## src/rtl/xcfi_pkg.sv

```systemverilog
// Shared types and default constants for the XCFI check scheduler.
package xcfi_pkg;

    typedef enum logic [1:0] {
        StIdle,
        StArmed,
        StDone,
        StAbort
    } state_e;

    localparam int unsigned DefCntW    = 8;
    localparam int unsigned DefTimeout = 64;

endpackage

```

## src/rtl/xcfi_retire_select.sv

```systemverilog
// Counts set retire strobes and finds the channel holding the rank-th (0-based) retirement.
module xcfi_retire_select #(
    parameter int unsigned NRET   = 1,
    parameter int unsigned RANK_W = 8,
    localparam int unsigned KW    = $clog2(NRET + 1),
    localparam int unsigned CHW   = (NRET > 1) ? $clog2(NRET) : 1
) (
    input  logic [NRET-1:0]   rvfi_valid,
    input  logic [RANK_W-1:0] rank,
    output logic [KW-1:0]     k,
    output logic              hit,
    output logic [CHW-1:0]    chan
);

    localparam int unsigned CmpW = RANK_W + KW;

    logic [KW-1:0] cnt;

    // Lowest channel index retires first, so walk upward.
    always_comb begin
        cnt  = '0;
        hit  = 1'b0;
        chan = '0;
        for (int i = 0; i < NRET; i++) begin
            if (rvfi_valid[i]) begin
                if (!hit && (CmpW'(cnt) == CmpW'(rank))) begin
                    hit  = 1'b1;
                    chan = CHW'(i);
                end
                cnt = cnt + KW'(1);
            end
        end
        k = cnt;
    end

endmodule

```

## src/rtl/xcfi_check_scheduler.sv

```systemverilog
// Arms on start, counts retirements and strobes check on the target instruction's channel.
module xcfi_check_scheduler
    import xcfi_pkg::*;
#(
    parameter int unsigned NRET    = 1,
    parameter int unsigned CNT_W   = DefCntW,
    parameter int unsigned TIMEOUT = DefTimeout,
    localparam int unsigned CHW    = (NRET > 1) ? $clog2(NRET) : 1
) (
    input  logic             clock,
    input  logic             resetn,
    input  logic             start,
    input  logic [CNT_W-1:0] target,
    input  logic [NRET-1:0]  rvfi_valid,
    input  logic [NRET-1:0]  rvfi_halt,
    output logic             check,
    output logic [CHW-1:0]   check_chan,
    output logic [CNT_W-1:0] retired_count,
    output logic             busy,
    output logic             done,
    output logic             abort
);

    localparam int unsigned KW = $clog2(NRET + 1);
    localparam int unsigned TW = $clog2(TIMEOUT + 1);
    localparam logic [CNT_W-1:0] CntMax = '1;

    state_e           state_q, state_d;
    logic [CNT_W-1:0] target_q, target_d;
    logic [CNT_W-1:0] count_q, count_d;
    logic [TW-1:0]    timer_q, timer_d;
    logic [CNT_W:0]   sum;
    logic [CNT_W-1:0] rank;
    logic [KW-1:0]    k;
    logic             hit;
    logic [CHW-1:0]   chan;
    logic             armed, saturated, reachable;

    assign armed     = (state_q == StArmed);
    assign saturated = (count_q == CntMax);
    assign reachable = (target_q >= count_q);
    assign rank      = target_q - count_q;

    xcfi_retire_select #(
        .NRET   (NRET),
        .RANK_W (CNT_W)
    ) u_select (
        .rvfi_valid (rvfi_valid),
        .rank       (rank),
        .k          (k),
        .hit        (hit),
        .chan       (chan)
    );

    always_comb begin
        state_d  = state_q;
        target_d = target_q;
        count_d  = count_q;
        timer_d  = timer_q;
        sum      = {1'b0, count_q} + (CNT_W + 1)'(k);
        // A saturated count no longer tracks the true index, so it may never match.
        check      = armed && reachable && !saturated && hit;
        check_chan = check ? chan : '0;
        unique case (state_q)
            StArmed: begin
                count_d = sum[CNT_W] ? CntMax : sum[CNT_W-1:0];
                timer_d = (|rvfi_valid) ? '0 : timer_q + TW'(1);
                if (check) begin
                    state_d = StDone;
                end else if ((|rvfi_halt) || (timer_d >= TW'(TIMEOUT))) begin
                    state_d = StAbort;
                end
            end
            default: begin
                if (start) begin
                    state_d  = StArmed;
                    target_d = target;
                    count_d  = '0;
                    timer_d  = '0;
                end
            end
        endcase
    end

    always_ff @(posedge clock or negedge resetn) begin
        if (!resetn) begin
            state_q  <= StIdle;
            target_q <= '0;
            count_q  <= '0;
            timer_q  <= '0;
        end else begin
            state_q  <= state_d;
            target_q <= target_d;
            count_q  <= count_d;
            timer_q  <= timer_d;
        end
    end

    assign retired_count = count_q;
    assign busy          = armed;
    assign done          = (state_q == StDone);
    assign abort         = (state_q == StAbort);

endmodule

```

## config.mk

```make
export PLATFORM = sky130hd
export DESIGN_NAME = xcfi_check_scheduler
export DESIGN_NICKNAME = d
export VERILOG_FILES = /design/src/rtl/xcfi_pkg.sv /design/src/rtl/xcfi_retire_select.sv /design/src/rtl/xcfi_check_scheduler.sv
export SDC_FILE = /design/constraint.sdc
export NUM_CORES = 1
export LEC_CHECK = 0
export BUFFER_PORTS_ARGS = -buffer_cell sky130_fd_sc_hd__buf_2
export CORE_MARGIN = 2
export CORE_UTILIZATION = 40
export DETAILED_ROUTE_END_ITERATION = 12
export PLACE_DENSITY = 0.59
export SKIP_LAST_GASP = 1
export SLEW_MARGIN = 0
export SYNTH_ARGS = -nofsm -noshare
export SYNTH_HDL_FRONTEND = slang
export SYNTH_SLANG_ARGS = --single-unit
```

## constraint.sdc

```tcl
create_clock -name clock -period 2.9 [get_ports clock]
set_clock_uncertainty 0.05 [all_clocks]
set_input_delay 0 -clock clock [delete_from_list [all_inputs] [get_ports clock]]
set_output_delay 0 -clock clock [all_outputs]
set_load 0.02 [all_outputs]
```

# Word level (Yosys, flattened, before mapping)
# Cells that the tools add are included.
# totals
regBits	25
inputBits	13
out_inout_bits	13
word_cells	37
# classes
n_addsub	3
n_lt_le_gt_ge	2
eq_ne	5
n_mux	13
n_bitwise	1
n_reduce_logical	9
# op_table
cell	count
$mux W8	3
$mux W7	3
$add A8 B1 Y9	1
$eq A8 B8 Y1 const B	1
$ge A8 B8 Y1	1
$logic_not A8 Y1	1
$mux W2	4
$sub A8 B8 Y8	1
$add A7 B1 Y7 const B	1
$ge A7 B7 Y1 const B	1
$eq A2 B2 Y1 const B	2
$reduce_and A2 Y1	2
$logic_and A1 B1 Y1	3
$mux W1	3
$ne A3 B2 Y1 const B	1
$eq A2 B1 Y1 const B	1
$reduce_bool A2 Y1	1
$logic_not A1 Y1	1
$logic_or A1 B1 Y1	1
$not A1 Y1	1

# Depth between registers and ports, before layout
# Gate-level depths: netlist (run 1).
# logic_depth
word_depth	7
depth_mapped	7
depth_no_buf	7

# Hierarchy
# Synthesis (run 1) repeated with hierarchy kept, for this count alone.
# unflattened
cells_unflattened	185
hier_area_um2	1720.4
# by_module_without_submodules
mod	instances	cells_per_inst	area_each_um2	seq_area_each_um2
xcfi_check_scheduler	1	179	1672.9	625.6
xcfi_retire_select	1	6	47.5	0.0

# Worst setup path after synthesis (run 1)
# Ideal clock, no wire load.
# synth_timing
path_type	register to output
from	register count_q[1] (netlist: retired_count[1])
to	output check
t_arrival_ps	2515
required_ps	2850
slack_ps	335
path_stages_with_launch	8
n_path_buf	0
cell_sequence	dfrtp_1 > inv_1 > ha_1 > nor2b_4 > or3_4 > a2111oi_4 > o21ai_1 > nor4bb_1
# synth_via
elab_chain_len	5
elab_cells_between_ends	10
cone_classes	1 x add/sub; 1 x order compare; 1 x eq/ne; 2 x mux; 5 x reduce/logical
# synth_lines
element	line_no	source
from (decl)	xcfi_check_scheduler.sv:30	logic [CNT_W-1:0] count_q, count_d;
from (signal assigned)	xcfi_check_scheduler.sv:94	count_q <= count_d;
$sub A8 B8 Y8	xcfi_check_scheduler.sv:42	assign rank = target_q - count_q;
$logic_not A8 Y1	xcfi_retire_select.sv:26	if (!hit && (CmpW'(cnt) == CmpW'(rank))) begin
$mux W1	xcfi_retire_select.sv:26	
$mux W1	xcfi_retire_select.sv:25	if (rvfi_valid[i]) begin
$logic_and A1 B1 Y1 *	xcfi_check_scheduler.sv:62	check = armed && reachable && !saturated && hit;
to (decl)	xcfi_check_scheduler.sv:16	output logic check,
# Every way passes the cells marked *; elsewhere a longest branch is shown, timed or not.

# Worst setup path in the final report (run 1)
# Same ends and word-level chain as after synthesis.

==> results of run 1 <==
worst reg2reg max path, stage by stage, from the launching register on:
cell       delay (ps)
dfrtp_1           430
inv_1              60
ha_1              310
nor2b_4           140
or3_4             340
a2111oi_4         400
o2111ai_1         200
o22a_1            200
metal layers:
layer / GRT usage / up-vias / wire [um]
li1: - / 653 / -
met4: 0.0612 / 0 / 56
met3: 0.0221 / 4 / 75
met1: 0.256 / 614 / 1630
met2: 0.276 / 14 / 1620
met5: 0 / - / 0
flip-flops by register name (all words and copies together), names as in the netlist:
name and cells:
target_q 8, retired_count 8, timer_q 7, state_q 2
logic make-up after synthesis:
kind of cell    after synthesis  synth area share
compound gates               39             0.174
simple gates                 60             0.213
mux                           8            0.0570
other cells                   1           0.00241
buf+inv                      16            0.0466
flops                        25             0.402
fa+ha+maj                    11            0.0884
xor+xnor                      3            0.0169
power by group:
group | internal [mW] | switching, mW | total (mW)
logic | 0.227 | 0.279 | 0.506
clock network | 0.0965 | 0.121 | 0.217
registers | 0.405 | 0.0490 | 0.454
total | 0.728 | 0.449 | 1.18
per-stage QoR:
step / util / power (mW) / instances / hold WS (ps)
after floorplan: - / 0.833 / 163 / -346
after global placement: 0.459 / 0.940 / 230 / -17.0
after detailed placement: 0.459 / 0.956 / 230 / -10.1
after CTS: 0.501 / 1.19 / 245 / 3.85
after global routing: 0.501 / 1.28 / 245 / 63.5
final: 0.501 / 1.18 / 245 / 12.0
cells in the final DEF, fill, tap and decap left out, drive strengths merged, types with 2 or more instances in the layout:
cell,count
buf,24
nor2,10
nor3,4
nand2,15
o2111ai,2
nand4,3
o21a,2
and3,8
inv,11
mux2,7
nand3,6
a311oi,2
clkbuf,3
a21o,2
or2,2
a211oi,2
and2,2
nor2b,3
dfrtp,25
a21oi,6
o21ai,15
ha,11
xor2,2
dlygate4sd3,11
nand2b,3
repair_timing:
item	in CTS	in global routing
hold buffers	11	0
hold endpoints to repair	36	0
setup endpoints to repair	0	0
worst max-delay path by stage:
stage / to / start
2_1_floorplan: check / retired_count[1]$_DFFE_PN0P_
3_5_place_dp: check / retired_count[1]$_DFFE_PN0P_
3_3_place_gp: check / retired_count[1]$_DFFE_PN0P_
6_report: check / retired_count[1]$_DFFE_PN0P_
5_1_grt: check / retired_count[1]$_DFFE_PN0P_
4_1_cts: check / retired_count[1]$_DFFE_PN0P_
layout make-up:
type                            instances  area [um2]  area share
Multi-Input combinational cell        122         860       0.461
Sequential cell                        25         626       0.336
Timing Repair Buffer                   35         230       0.124
Tap cell                               48        60.1      0.0322
Clock buffer                            3        41.3      0.0222
Inverter                               11        41.3      0.0222
Clock inverter                          1        5.00     0.00269
==> flow_summary_export.csv, run 1 <==
group,metric,value,unit
critical_path,r2r.worst_path.cells,7,
logic_synthesis,synth_warnings,0,
critical_path,start_kind,"flip-flop",
logic_synthesis,yosysMostFrequentCell,"dfrtp_1",
min_path,min_path_type,"in -> reg",
power,ir_drop,0.275,mV
min_path,min_to,"timer_q[6]$_DFFE_PN0P_",
critical_path,cp_num_cells,8,
logic_synthesis,synth.distinct_cells,45,
critical_path,worst-path-buf-inv,2,
cts,cts_buffer_depth,2,
cells_and_area,areaGrowthSynthToFinish,19.6,%
sta,setup_violations,0,
cells_and_area,diodes,0,
critical_path,crit_family,"simple AND/OR/NAND/NOR gates",
critical_path,endpoint_kind,"output pin",
min_path,min_from,"rvfi_valid",
global_routing,grt_overflow,0,
sta,tightest_slew,637,ps
critical_path,r2r-end,"state_q[0]$_DFFE_PN0P_",
logic_synthesis,syn_area_per_cell,9.56,um2
route,wl_per_cell,13.8,um
cts,cts_setup_buffers,0,
route,drt_first_pass_iters,4,
sta,period_needed,2580,ps
global_routing,first_global_vias,1284,
global_routing,antenna_found_initial,0,
die,num_io_pins,26,
placement,port_buffers,24,
critical_path,cp_slowest_cell,"dfrtp_1",
die,initial_utilization,0.419,
placement,hpwl,2540,um
global_routing,grt_max_degree,26,
cts,clk_pin_slew_worst_paths,90,ps
cts,htreeDepth,1,
logic_synthesis,synth_ff_type,"dfrtp_1",
logic_synthesis,yosysTopAreaCellShare,0.402,
critical_path,ff2ff_setup_slack,660,ps
sta,drv_slew,0,
logic_synthesis,synth_edf_count,0,
logic_synthesis,synth_common_cells,"dfrtp_1, nand2_1, o21ai_0",
power,p_per_area,632,nW/um2
cts,clockRootBuffer,"clkbuf_8",
critical_path,arrival,2530,ps
route,ant_nets,0,
die,rows,22,
sta,final.setup.worst_slack,319,ps
route,via_per_inst,5.24,
critical_path,cp_max_fo,6,
die,die_x,66.4,um
global_routing,grt_pass1_wl,6010,um
sta,fin_crit_sh,0.890,
logic_synthesis,ys_ff_latch,25,
sta,fmax,0.387,GHz
min_path,whs_path_depth,4,
critical_path,cp.required,2850,ps
route,drc_errors,0,
route,drtIter0Drc,36,
cells_and_area,nFillCells,381,
cts,cts.sinks,25,
logic_synthesis,synth_top_cells_by_area,"dfrtp_1, ha_1, mux2_2",
sta,finalHoldViolations,0,
sta,relSlewSlack,0.575,
critical_path,cp_cell_sequence,"inv_1 > ha_1 > nor2b_4 > or3_4 > a2111oi_4 > o21ai_1 > nor4bb_1 > buf_2",
logic_synthesis,yosysTopAreaCell,"dfrtp_1",
placement,place_congestion,0.930,
cts,clk_latency,280,ps
cts,post_cts_resized,0,
critical_path,critical_path_class,"reg -> out",
logic_synthesis,syn_area,1560,um2
flow_run,cap_viol_max_count,0,
cells_and_area,fin_area,1860,um2
logic_synthesis,synth-async-reset-ratio,1.00,
die,die_area,4410,um2
critical_path,r2r_start,"retired_count[1]$_DFFE_PN0P_",
placement,pre_cts_ws,634,ps
logic_synthesis,synth_cells,163,
cts,cts_tree,"done",
cells_and_area,drive_gt1_frac,0.228,
route,vias,1285,
global_routing,grt.total_usage,0.179,
logic_synthesis,syn-num-nets,187,
logic_synthesis,yosysSeqAreaShare,0.402,
sta,tns,0,ps
route,wl,3380,um
die,dieHeight,66.4,um
outcome,outcome,"finished clean",
cts,cts_made_buffers,3,
placement,placed_area,1710,um2
sta,rsz0062_at_grt,"no",
critical_path,cpPeakStageDelay,430,ps
power,leakagePower,0.852,nW
die,core,3720,um2
cells_and_area,nNetsFinal,222,
Power figures use the tool's default switching activity.
==> inputs of run 2 (changes only) <==
--- a/config.mk
+++ b/config.mk
@@ -10,6 +10,7 @@
 export CORE_UTILIZATION = 40
 export DETAILED_ROUTE_END_ITERATION = 12
 export PLACE_DENSITY = 0.59
+export RECOVER_POWER = 100
 export SKIP_LAST_GASP = 1
 export SLEW_MARGIN = 0
 export SYNTH_ARGS = -nofsm -noshare
==> run 2 against run 1 <==
  * Via count down 0.78%
  * Fmax shrank 1.3%
  * Clock power about the same
  * Register-to-register slack got worse by 20 ps
  * Combinational power is 4.2% lower
  * Sequential share of layout area grew 0.41 points
  * Design area is 1.2% lower
  * Routed wire length hardly changed
  * Sequential cell count is the same
  * Die area did not move
  * Count of clock-buffer cells in the layout is the same
  * Largest cell class unchanged
  * Setup slack worse by 35 ps
==> flow_summary_export.csv, run 2 (synthesis gave the netlist of run 1 again) <==
group,metric,value,unit
outcome,outcome,"finished clean",
cts,post_cts_resized,0,
sta,finalHoldViolations,0,
global_routing,first_global_vias,1284,
critical_path,cp_slowest_cell,"dfrtp_1",
cts,cts_buffer_depth,2,
critical_path,critPathLaunch,"retired_count[1]$_DFFE_PN0P_",
sta,drv_slew,0,
route,ant_nets,0,
route,drt_first_pass_iters,4,
power,finalPower,1.16,mW
power,leakagePower,0.800,nW
cts,cts_tree,"done",
cells_and_area,fin_area,1840,um2
placement,hpwl,2540,um
die,dieHeight,66.4,um
die,initial_utilization,0.419,
critical_path,cp_max_fo,6,
cells_and_area,nFillCells,383,
critical_path,arrival,2570,ps
critical_path,cp.required,2850,ps
cells_and_area,multi_input_area,852,um2
flow_run,cap_viol_max_count,0,
critical_path,ff2ff_setup_slack,640,ps
route,met1_length,1650,um
sta,fin_crit_sh,0.902,
sta,period_needed,2620,ps
sta,tightest_slew,1370,ps
route,drtIter0Drc,40,
cells_and_area,final_cell_mix,"dfrtp_1, nand2_1, o21ai_0",
cts,clockRootBuffer,"clkbuf_8",
global_routing,grt_max_degree,26,
die,die_area,4410,um2
critical_path,r2r.worst_path.cells,7,
critical_path,cp_cell_sequence,"inv_1 > ha_1 > nor2b_1 > or3_4 > a2111oi_4 > o21ai_1 > nor4bb_1 > buf_2",
critical_path,r2r-end,"state_q[0]$_DFFE_PN0P_",
critical_path,r2r_start,"retired_count[1]$_DFFE_PN0P_",
route,wl_per_cell,13.8,um
die,num_io_pins,26,
cts,htreeDepth,1,
critical_path,start_kind,"flip-flop",
route,route.met2.wl,1600,um
global_routing,grt.total_usage,0.179,
sta,fmax,0.382,GHz
sta,final.setup.worst_slack,284,ps
placement,pre_cts_ws,634,ps
route,wl_met3,75,um
cells_and_area,seq_area,626,um2
sta,relSlewSlack,0.0891,
placement,place_congestion,0.930,
cts,cts.sinks,25,
cells_and_area,drive_gt1_frac,0.162,
placement,dp_cells,230,
critical_path,cpPeakStageDelay,440,ps
global_routing,grt_pass1_wl,6010,um
route,top_layer,"met4",
cells_and_area,diodes,0,
global_routing,grt_overflow,0,
route,wl,3380,um
placement,placed_area,1710,um2
route,drc_errors,0,
cells_and_area,areaGrowthSynthToFinish,18.2,%
cells_and_area,fin_util,0.495,
die,core,3720,um2
cts,clk_pin_slew_worst_paths,90,ps
power,p_per_area,629,nW/um2
critical_path,endpoint_kind,"output pin",
cells_and_area,post_layout_nonfiller_instances,245,
cells_and_area,layout_commonest_cell,"dfrtp_1",
power,ir_drop,0.275,mV
sta,tns,0,ps
critical_path,crit_end,"check",
global_routing,antenna_found_initial,0,
sta,setup_violations,0,
critical_path,critical_path_class,"reg -> out",
cts,clk_latency,280,ps
die,rows,22,
route,vias,1275,
cells_and_area,nNetsFinal,222,
route,via_per_inst,5.20,
sta,whs,5.21,ps
placement,port_buffers,24,
die,die_x,66.4,um
sta,rsz0062_at_grt,"no",
min_path,min_path_type,"in -> reg",
cts,cts_made_buffers,3,
## run 2: changes by cell type in the layout (fill, tap and decap cells not counted)
cell,before,now
nor2b_4,1,0
and2_1,2,1
buf_2,24,12
and2_0,0,1
nor2b_1,2,3
clkbuf_1,0,12
## run 2: worst min-delay path by stage
| stage | from | end | slack [ps] | depth (start not counted) |
|---|---|---|---|---|
| after floorplan | resetn | retired_count[0]$_DFFE_PN0P_ | -350 | 0 |
| after global placement | resetn | retired_count[7]$_DFFE_PN0P_ | -20 | 1 |
| after detailed placement | resetn | retired_count[7]$_DFFE_PN0P_ | -10 | 1 |
| after CTS | rvfi_valid | timer_q[6]$_DFFE_PN0P_ | 4 | 4 |
| after global routing | rvfi_valid | timer_q[6]$_DFFE_PN0P_ | 60 | 4 |
| final | rvfi_valid | timer_q[6]$_DFFE_PN0P_ | 5 | 4 |
## run 2: area by class of cell
type,instances,share of cell area
clock buffer,3,0.0224
clock inverter,1,0.00272
inverter,11,0.0224
multi-input combinational,122,0.463
sequential,25,0.340
tap,48,0.0326
timing repair buffer,35,0.117
## run 2: where the power goes
| group | internal [mW] | switching [mW] |
|---|---|---|
| Clock | 0.0966 | 0.122 |
| Combinational | 0.210 | 0.275 |
| Sequential | 0.405 | 0.0489 |
## run 2: routing by layer
layer	vias to the layer above	GRT usage
li1	653	-
met1	604	0.256
met2	14	0.276
met3	4	0.0221
met4	0	0.0612
met5	-	0
## run 2: critical path: cells and delay by family, from the launching register on
family	cells	cell delay [ps]
flops	1	440
fa+ha+maj	1	300
simple gates	3	780
compound gates	2	510
buf+inv	2	270
## run 2: timing repair
action	CTS	global route
buffers inserted	0	0
hold endpoints to repair	36	0
hold buffers	11	0
